<file path="config.mk">
export PLATFORM = sky130hd
export DESIGN_NAME = latch_wr_sequencer
export DESIGN_NICKNAME = d
export VERILOG_FILES = /design/src/rtl/latch_wr_sequencer.sv
export SDC_FILE = /design/constraint.sdc
export NUM_CORES = 1
export LEC_CHECK = 0
export CAP_MARGIN = 20
export CORE_MARGIN = 1
export CORE_UTILIZATION = 39
export CTS_CLUSTER_SIZE = 8
export DETAILED_ROUTE_END_ITERATION = 8
export PLACE_DENSITY = 0.83
export SLEW_MARGIN = 40
export SYNTH_ARGS = -nofsm -noshare
export SYNTH_HDL_FRONTEND = slang
export SYNTH_SLANG_ARGS = --single-unit
</file>
<file path="constraint.sdc">
create_clock -name clk -period 1.5 [get_ports clk]
set_input_delay 0.15 -clock clk [delete_from_list [all_inputs] [get_ports clk]]
set_output_delay 0.15 -clock clk [all_outputs]
set_load 0.005 [all_outputs]
</file>
<file path="src/rtl/latch_wr_sequencer.sv">
// Purpose : write-side sequencer for an always_latch storage array; runs SETUP/OPEN/HOLD per write.
// Latency : accept edge -> lat_en high 1 cycle later, wr_done 2 cycles later; one write per 3 cycles.
// Backpressure: req_ready low in SETUP/OPEN; request must hold addr/data stable until accepted.
//
// Ports:
//   clk, rst_n                     clock, asynchronous active-low reset
//   req_valid/req_ready            write request handshake (req_ready decoded from state only)
//   req_addr [AW], req_data [WIDTH] request payload, sampled on accept
//   lat_en [DEPTH]                 registered one-hot latch enable, high only in OPEN
//   lat_d [WIDTH]                  registered latch data, changes only on accept
//   wr_done, wr_err                one-cycle pulses during HOLD (wr_err: address was out of range)
module latch_wr_sequencer #(
    parameter int WIDTH = 8,
    parameter int DEPTH = 4,
    localparam int AW = $clog2(DEPTH)
) (
    input  logic             clk,
    input  logic             rst_n,
    input  logic             req_valid,
    output logic             req_ready,
    input  logic [AW-1:0]    req_addr,
    input  logic [WIDTH-1:0] req_data,
    output logic [DEPTH-1:0] lat_en,
    output logic [WIDTH-1:0] lat_d,
    output logic             wr_done,
    output logic             wr_err
);

    typedef enum logic [1:0] {
        IDLE  = 2'd0,
        SETUP = 2'd1,
        OPEN  = 2'd2,
        HOLD  = 2'd3
    } state_t;

    state_t           state_q;
    state_t           state_d;
    logic [AW-1:0]    addr_q;
    logic             err_q;
    logic             accept;
    logic [DEPTH-1:0] lat_en_d;
    logic             wr_done_d;
    logic             wr_err_d;

    // Ready depends on state only so the requester never sees a comb path
    // from its own valid back to ready.
    assign req_ready = (state_q == IDLE) || (state_q == HOLD);
    assign accept    = req_valid && req_ready;

    always_ff @(posedge clk or negedge rst_n) begin
        if (!rst_n) begin
            state_q <= IDLE;
        end else begin
            state_q <= state_d;
        end
    end

    // Next state plus the registered-output precursors. Outputs are decoded
    // from the *next* state so that lat_en/wr_done are flops that line up
    // exactly with the state they belong to.
    always_comb begin
        state_d   = state_q;
        lat_en_d  = '0;
        wr_done_d = 1'b0;
        wr_err_d  = 1'b0;

        case (state_q)
            IDLE:    state_d = accept ? SETUP : IDLE;
            SETUP:   state_d = OPEN;
            OPEN:    state_d = HOLD;
            HOLD:    state_d = accept ? SETUP : IDLE;
            default: state_d = IDLE;
        endcase

        // addr_q/err_q were captured on the edge into SETUP, so they are
        // already valid when deciding the enable for OPEN.
        if (state_d == OPEN && !err_q) begin
            for (int i = 0; i < DEPTH; i++) begin
                lat_en_d[i] = (32'(addr_q) == i);
            end
        end

        // err_q is only overwritten on the HOLD->SETUP edge, where
        // wr_done_d is already low, so it is safe to use here.
        wr_done_d = (state_d == HOLD);
        wr_err_d  = wr_done_d && err_q;
    end

    always_ff @(posedge clk or negedge rst_n) begin
        if (!rst_n) begin
            lat_en  <= '0;
            lat_d   <= '0;
            addr_q  <= '0;
            err_q   <= 1'b0;
            wr_done <= 1'b0;
            wr_err  <= 1'b0;
        end else begin
            lat_en  <= lat_en_d;
            wr_done <= wr_done_d;
            wr_err  <= wr_err_d;
            // Data only moves on accept (entering SETUP); lat_en is low on
            // that edge, so data and enable never change together.
            if (accept) begin
                lat_d  <= req_data;
                addr_q <= req_addr;
                err_q  <= (32'(req_addr) >= DEPTH);
            end
        end
    end

endmodule

</file>
== Word level (Yosys, flattened, before mapping) ==
Index checks and enable logic that the tools add are counted.

* Reductions and logical operators: 5
* Mux-type cells: 3
* Eq/ne operators: 8

{| class="wikitable"
|+ Operators by type and width
! operator !! count
|-
| == test 2 bit (second input constant) || 6
|-
| one-hot mux 2 bit (3 select lines) || 1
|-
| == test 2 x 1 -> 1 bit (second input constant) || 2
|-
| zero test 2 bit || 2
|-
| two-way mux 4 bit || 1
|-
| OR reduction 2 bit || 1
|-
| logical AND 1 bit || 1
|-
| logical OR 1 bit || 1
|-
| two-way mux 1 bit || 1
|}

* Input port bits: 13
* Register bits after elaboration: 17
* Output and inout port bits: 15
* Word-level logic and storage cells: 21

== Logic depth before layout (Yosys ltp) ==
* Depth after elaboration: 7
* Gate-level depth with buffers: 4

== Worst setup path before layout ==
OpenSTA, ideal clock, no wires.

* Kind: reg-to-reg
* Start point: reg state_q[0]
* End point: reg addr_q[0]
* Arrival: 1.188 ns
* Path slack: 0.187 ns
* Cell stages (with the launch flop): 5
* Period minus slack after synthesis: 1.313 ns
* Buffers on the path: 0
* Cell sequence: dfrtp_1 -> inv_1 -> ha_1 -> nand2_4 -> mux2_2

* Longest elaborated chain between the ends: 3

{| class="wikitable"
|+ RTL lines
! item !! line !! RTL
|-
| start, declared || 36 || <nowiki>state_t state_q;</nowiki>
|-
| start signal, assigned || 54 || <nowiki>state_q <= state_d;</nowiki>
|-
| == test 2 bit / zero test 2 bit (equally long branches) || 47 || <nowiki>assign req_ready = (state_q == IDLE) || (state_q == HOLD);</nowiki>
|-
| logical OR 1 bit * || 47 ||
|-
| net req_ready || 20 || <nowiki>output logic req_ready,</nowiki>
|-
| logical AND 1 bit * || 48 || <nowiki>assign accept = req_valid && req_ready;</nowiki>
|-
| end signal, assigned || 105 || <nowiki>addr_q <= req_addr;</nowiki>
|-
| end, declared || 38 || <nowiki>logic [AW-1:0] addr_q;</nowiki>
|}

Mark *: on every way through the listed nets, which the timed path passes. The rest lies on a longest branch.
A chain may end at the register's enable or synchronous reset.

== Worst setup path in the final report ==
* Start point: reg state_q[0]
* End point: reg lat_d[0]

* Longest elaborated chain between the ends: 3

{| class="wikitable"
|+ RTL lines
! item !! line !! RTL
|-
| == test 2 bit / zero test 2 bit (equally long branches) || 47 ||
|-
| logical OR 1 bit * || 47 ||
|-
| logical AND 1 bit * || 48 ||
|-
| end signal, assigned || 104 || <nowiki>lat_d <= req_data;</nowiki>
|-
| end, declared || 24 || <nowiki>output logic [WIDTH-1:0] lat_d,</nowiki>
|}

Every way passes the cells marked *; elsewhere a longest branch is shown, timed or not.

==> impl_metrics.csv <==
group,metric,value,unit
clock_tree,clock_latency,0.28,ns
timing,setup-violations-final,0,
setup_path,regToRegEndpoint,"lat_d[0]$_DFFE_PN0P_",
clock_tree,cts_tree,"done",
timing,skew,0.005996,ns
routing,drc_errors,0,
hold_path,min_path_type,"primary input to asynchronous set/reset pin",
global_route,grt-ovfl-total,0,
setup_path,cp_data_required_time,1.67,ns
clock_tree,clockBufferDepth,2,
routing,ant_nets,0,
setup_path,worst-r2r-setup-slack,0.08,ns
routing,wl_per_cell,11.64,µm
yosys,synthTopCellsByArea,"dfrtp_1 67%, mux2_2 18%, ha_1 3.9%, inv_1 1.8%, nand2_4 1.8%",
routing,drt-total-wl,1036,µm
flow_run,cap_violations,0,
setup_path,rr_worst_depth,5,
setup_path,worstSetupStartpointType,"register",
final_layout,nets,89,
die,io_pins,28,
global_route,grt_pass1_wl,1849,µm
global_route,track_usage,14.50,%
die,dieArea,0.001795,mm²
place,place_ws,0.08538,ns
yosys,syn-num-nets,57,
timing,fin_setup_tns,0,ns
timing,fin_crit,1.422,ns
final_layout,multiInputGateArea,203.9,µm²
global_route,grt_most_used_layer,"met2",
global_route,use_met2,24.00,%
routing,drt_first_pass_iters,2,
place,io_buffers,26,
setup_path,arrival,1.59,ns
global_route,use_met3,2.586,%
pwr,power_density,1952,mW/mm²
timing,rsz0062_at_grt,"false",
yosys,synth.ff_latch_count,17,
final_layout,drive_gt1_share,24.66,%
place,dpl.hpwl,776.3,µm
yosys,synth_warnings,0,
run_status,status,"complete, no violations",
die,fp.dieW,42.37,µm
final_layout,fill_cells,127,
yosys,netlist_instances,42,
final_layout,insertedDiodeCount,0,
routing,vias_per_cell,4.910,
clock_tree,root_buffer,"clkbuf_4",
pwr,power.leakage,0.4412,nW
yosys,synth_top_area_cell,"dfrtp_1",
die,die_h,42.37,µm
yosys,syn-mean-instance-area,15.13,µm²
die,rows,14,
clock_tree,numClockSinks,17,
timing,timing.fmax,0.7032,GHz
yosys,netlist_area,635.6,µm²
yosys,synth_seq_area_share,66.93,%
global_route,antenna_found_initial,0,
yosys,synth_top_area_share,66.93,%
final_layout,regArea,425.4,µm²
die,coreArea,0.001506,mm²
die,start_util,42.19,%
routing,vias,437,
final_layout,final_area,962.2,µm²
pwr,power.total,1.878,mW
final_layout,area_growth_syn_to_layout,51.38,%
setup_path,end_kind,"register",
clock_tree,cts_made_buffers,3,
global_route,grt_use_met1,17.20,%
setup_path,path_max_fanout,10,
pwr,peakVddDrop,1178,µV
routing,drt_iter0_drc,3,
timing,maxSlewViolCount,0,
setup_path,worstReg2RegStart,"state_q[0]$_DFF_PN0_",
place,gp_congestion,0.6190,
timing,final_hold_viol_count,0,
clock_tree,clkTransAtPathRegs,0.09,ns
yosys,synth.distinct_cells,13,
clock_tree,h-tree-depth,1,
setup_path,crit_type,"register to register",
timing,fin_ws,0.07783,ns
global_route,grt_start_max_net_pins,18,
timing,period_share,94.81,%
place,placed_area,915.9,µm²
global_route,grt_pass1_vias,457,
-- where the power goes --
part,total (mW),switching [mW],internal [mW]
clock network,0.228,0.129,0.0987
logic,0.880,0.298,0.582
registers,0.771,0.108,0.663
-- critical path, stage by stage, from the launching register on --
cell     delay, ns
dfrtp_1       0.39
inv_1         0.09
ha_4          0.20
buf_4         0.14
nand2_4       0.13
mux2_2        0.35
-- flip-flops by register name, indices dropped and copies added (netlist names) --
| name | flops |
|---|---|
| state_q | 2 |
| lat_d | 8 |
| addr_q | 2 |
| wr_done | 1 |
| lat_en | 4 |
-- layer usage --
layer | wire (µm) | vias to the layer above
met2 | 534 | 20
met3 | 59 | 2
met5 | 0 | -
met1 | 422 | 215
li1 | - | 200
met4 | 19 | 0
-- layout by cell type, fill, tap and decap left out, types with 2 or more instances in the layout --
cell / netlist / routed
buf_4: 1 / 2
inv_1: 3 / 3
dfrtp_1: 17 / 17
mux2_2: 10 / 10
clkdlybuf4s50_1: 0 / 25
clkbuf_4: 0 / 3
nor2_1: 2 / 2
-- worst max path at each step --
stage / startpoint / end / slack (ns) / cells after the start
final: state_q[0]$_DFF_PN0_ / lat_d[0]$_DFFE_PN0P_ / 0.08 / 5
after global placement: state_q[0]$_DFF_PN0_ / req_ready / 0.12 / 3
after floorplan: state_q[0]$_DFF_PN0_ / addr_q[0]$_DFFE_PN0P_ / 0.19 / 4
after detailed placement: state_q[0]$_DFF_PN0_ / req_ready / 0.09 / 3
after global routing: state_q[0]$_DFF_PN0_ / lat_d[3]$_DFFE_PN0P_ / 0.008 / 5
after CTS: state_q[0]$_DFF_PN0_ / lat_d[0]$_DFFE_PN0P_ / 0.07 / 5
-- metrics by stage --
step	hold slack, ns	util [%]	instances
global placement	0.4651	60.80	84
finish	0.1894	63.87	89
floorplan	-0.1456	-	42
detailed placement	0.4793	60.80	84
global route	0.1890	63.87	89
CTS	0.1907	63.87	89
-- cells by family (layout without fill, tap and decap cells) --
group	after synthesis	count (layout)	synth area share (%)
flip-flops	17	17	66.93
AO/OA/AOI/OAI	1	1	0.7866
other	1	1	0.5900
AND/OR/NAND/NOR	7	7	7.088
multiplexers	10	10	17.72
adder cells (fa/ha/maj)	2	2	3.936
buffers and inverters	4	35	2.953
-- cell type report --
cell class / count / area share (%)
Clock buffer: 3 / 2.341
Sequential cell: 17 / 44.21
Tap cell: 16 / 2.081
Clock inverter: 1 / 0.5202
Timing Repair Buffer: 28 / 28.48
Multi-Input combinational cell: 21 / 21.20
Inverter: 3 / 1.170
-- synth_stat cells, drive strengths merged --
library cell   n
a21oi          1
buf            1
ha             2
and3           1
inv            3
nor3b          1
nor2           2
mux2          10
nand2          2
dfrtp         17
and3b          1
conb           1
-- timing repair --
| item | 4_1_cts | 5_1_grt |
|---|---|---|
| setup buffers | 1 | 0 |
| endpoints found under the setup margin | 1 | 0 |
| hold endpoints to repair | 0 | 0 |
| resized for setup | 2 | 0 |
| hold buffers | 0 | 0 |
Note: power is estimated with default switching activity, not from simulation.
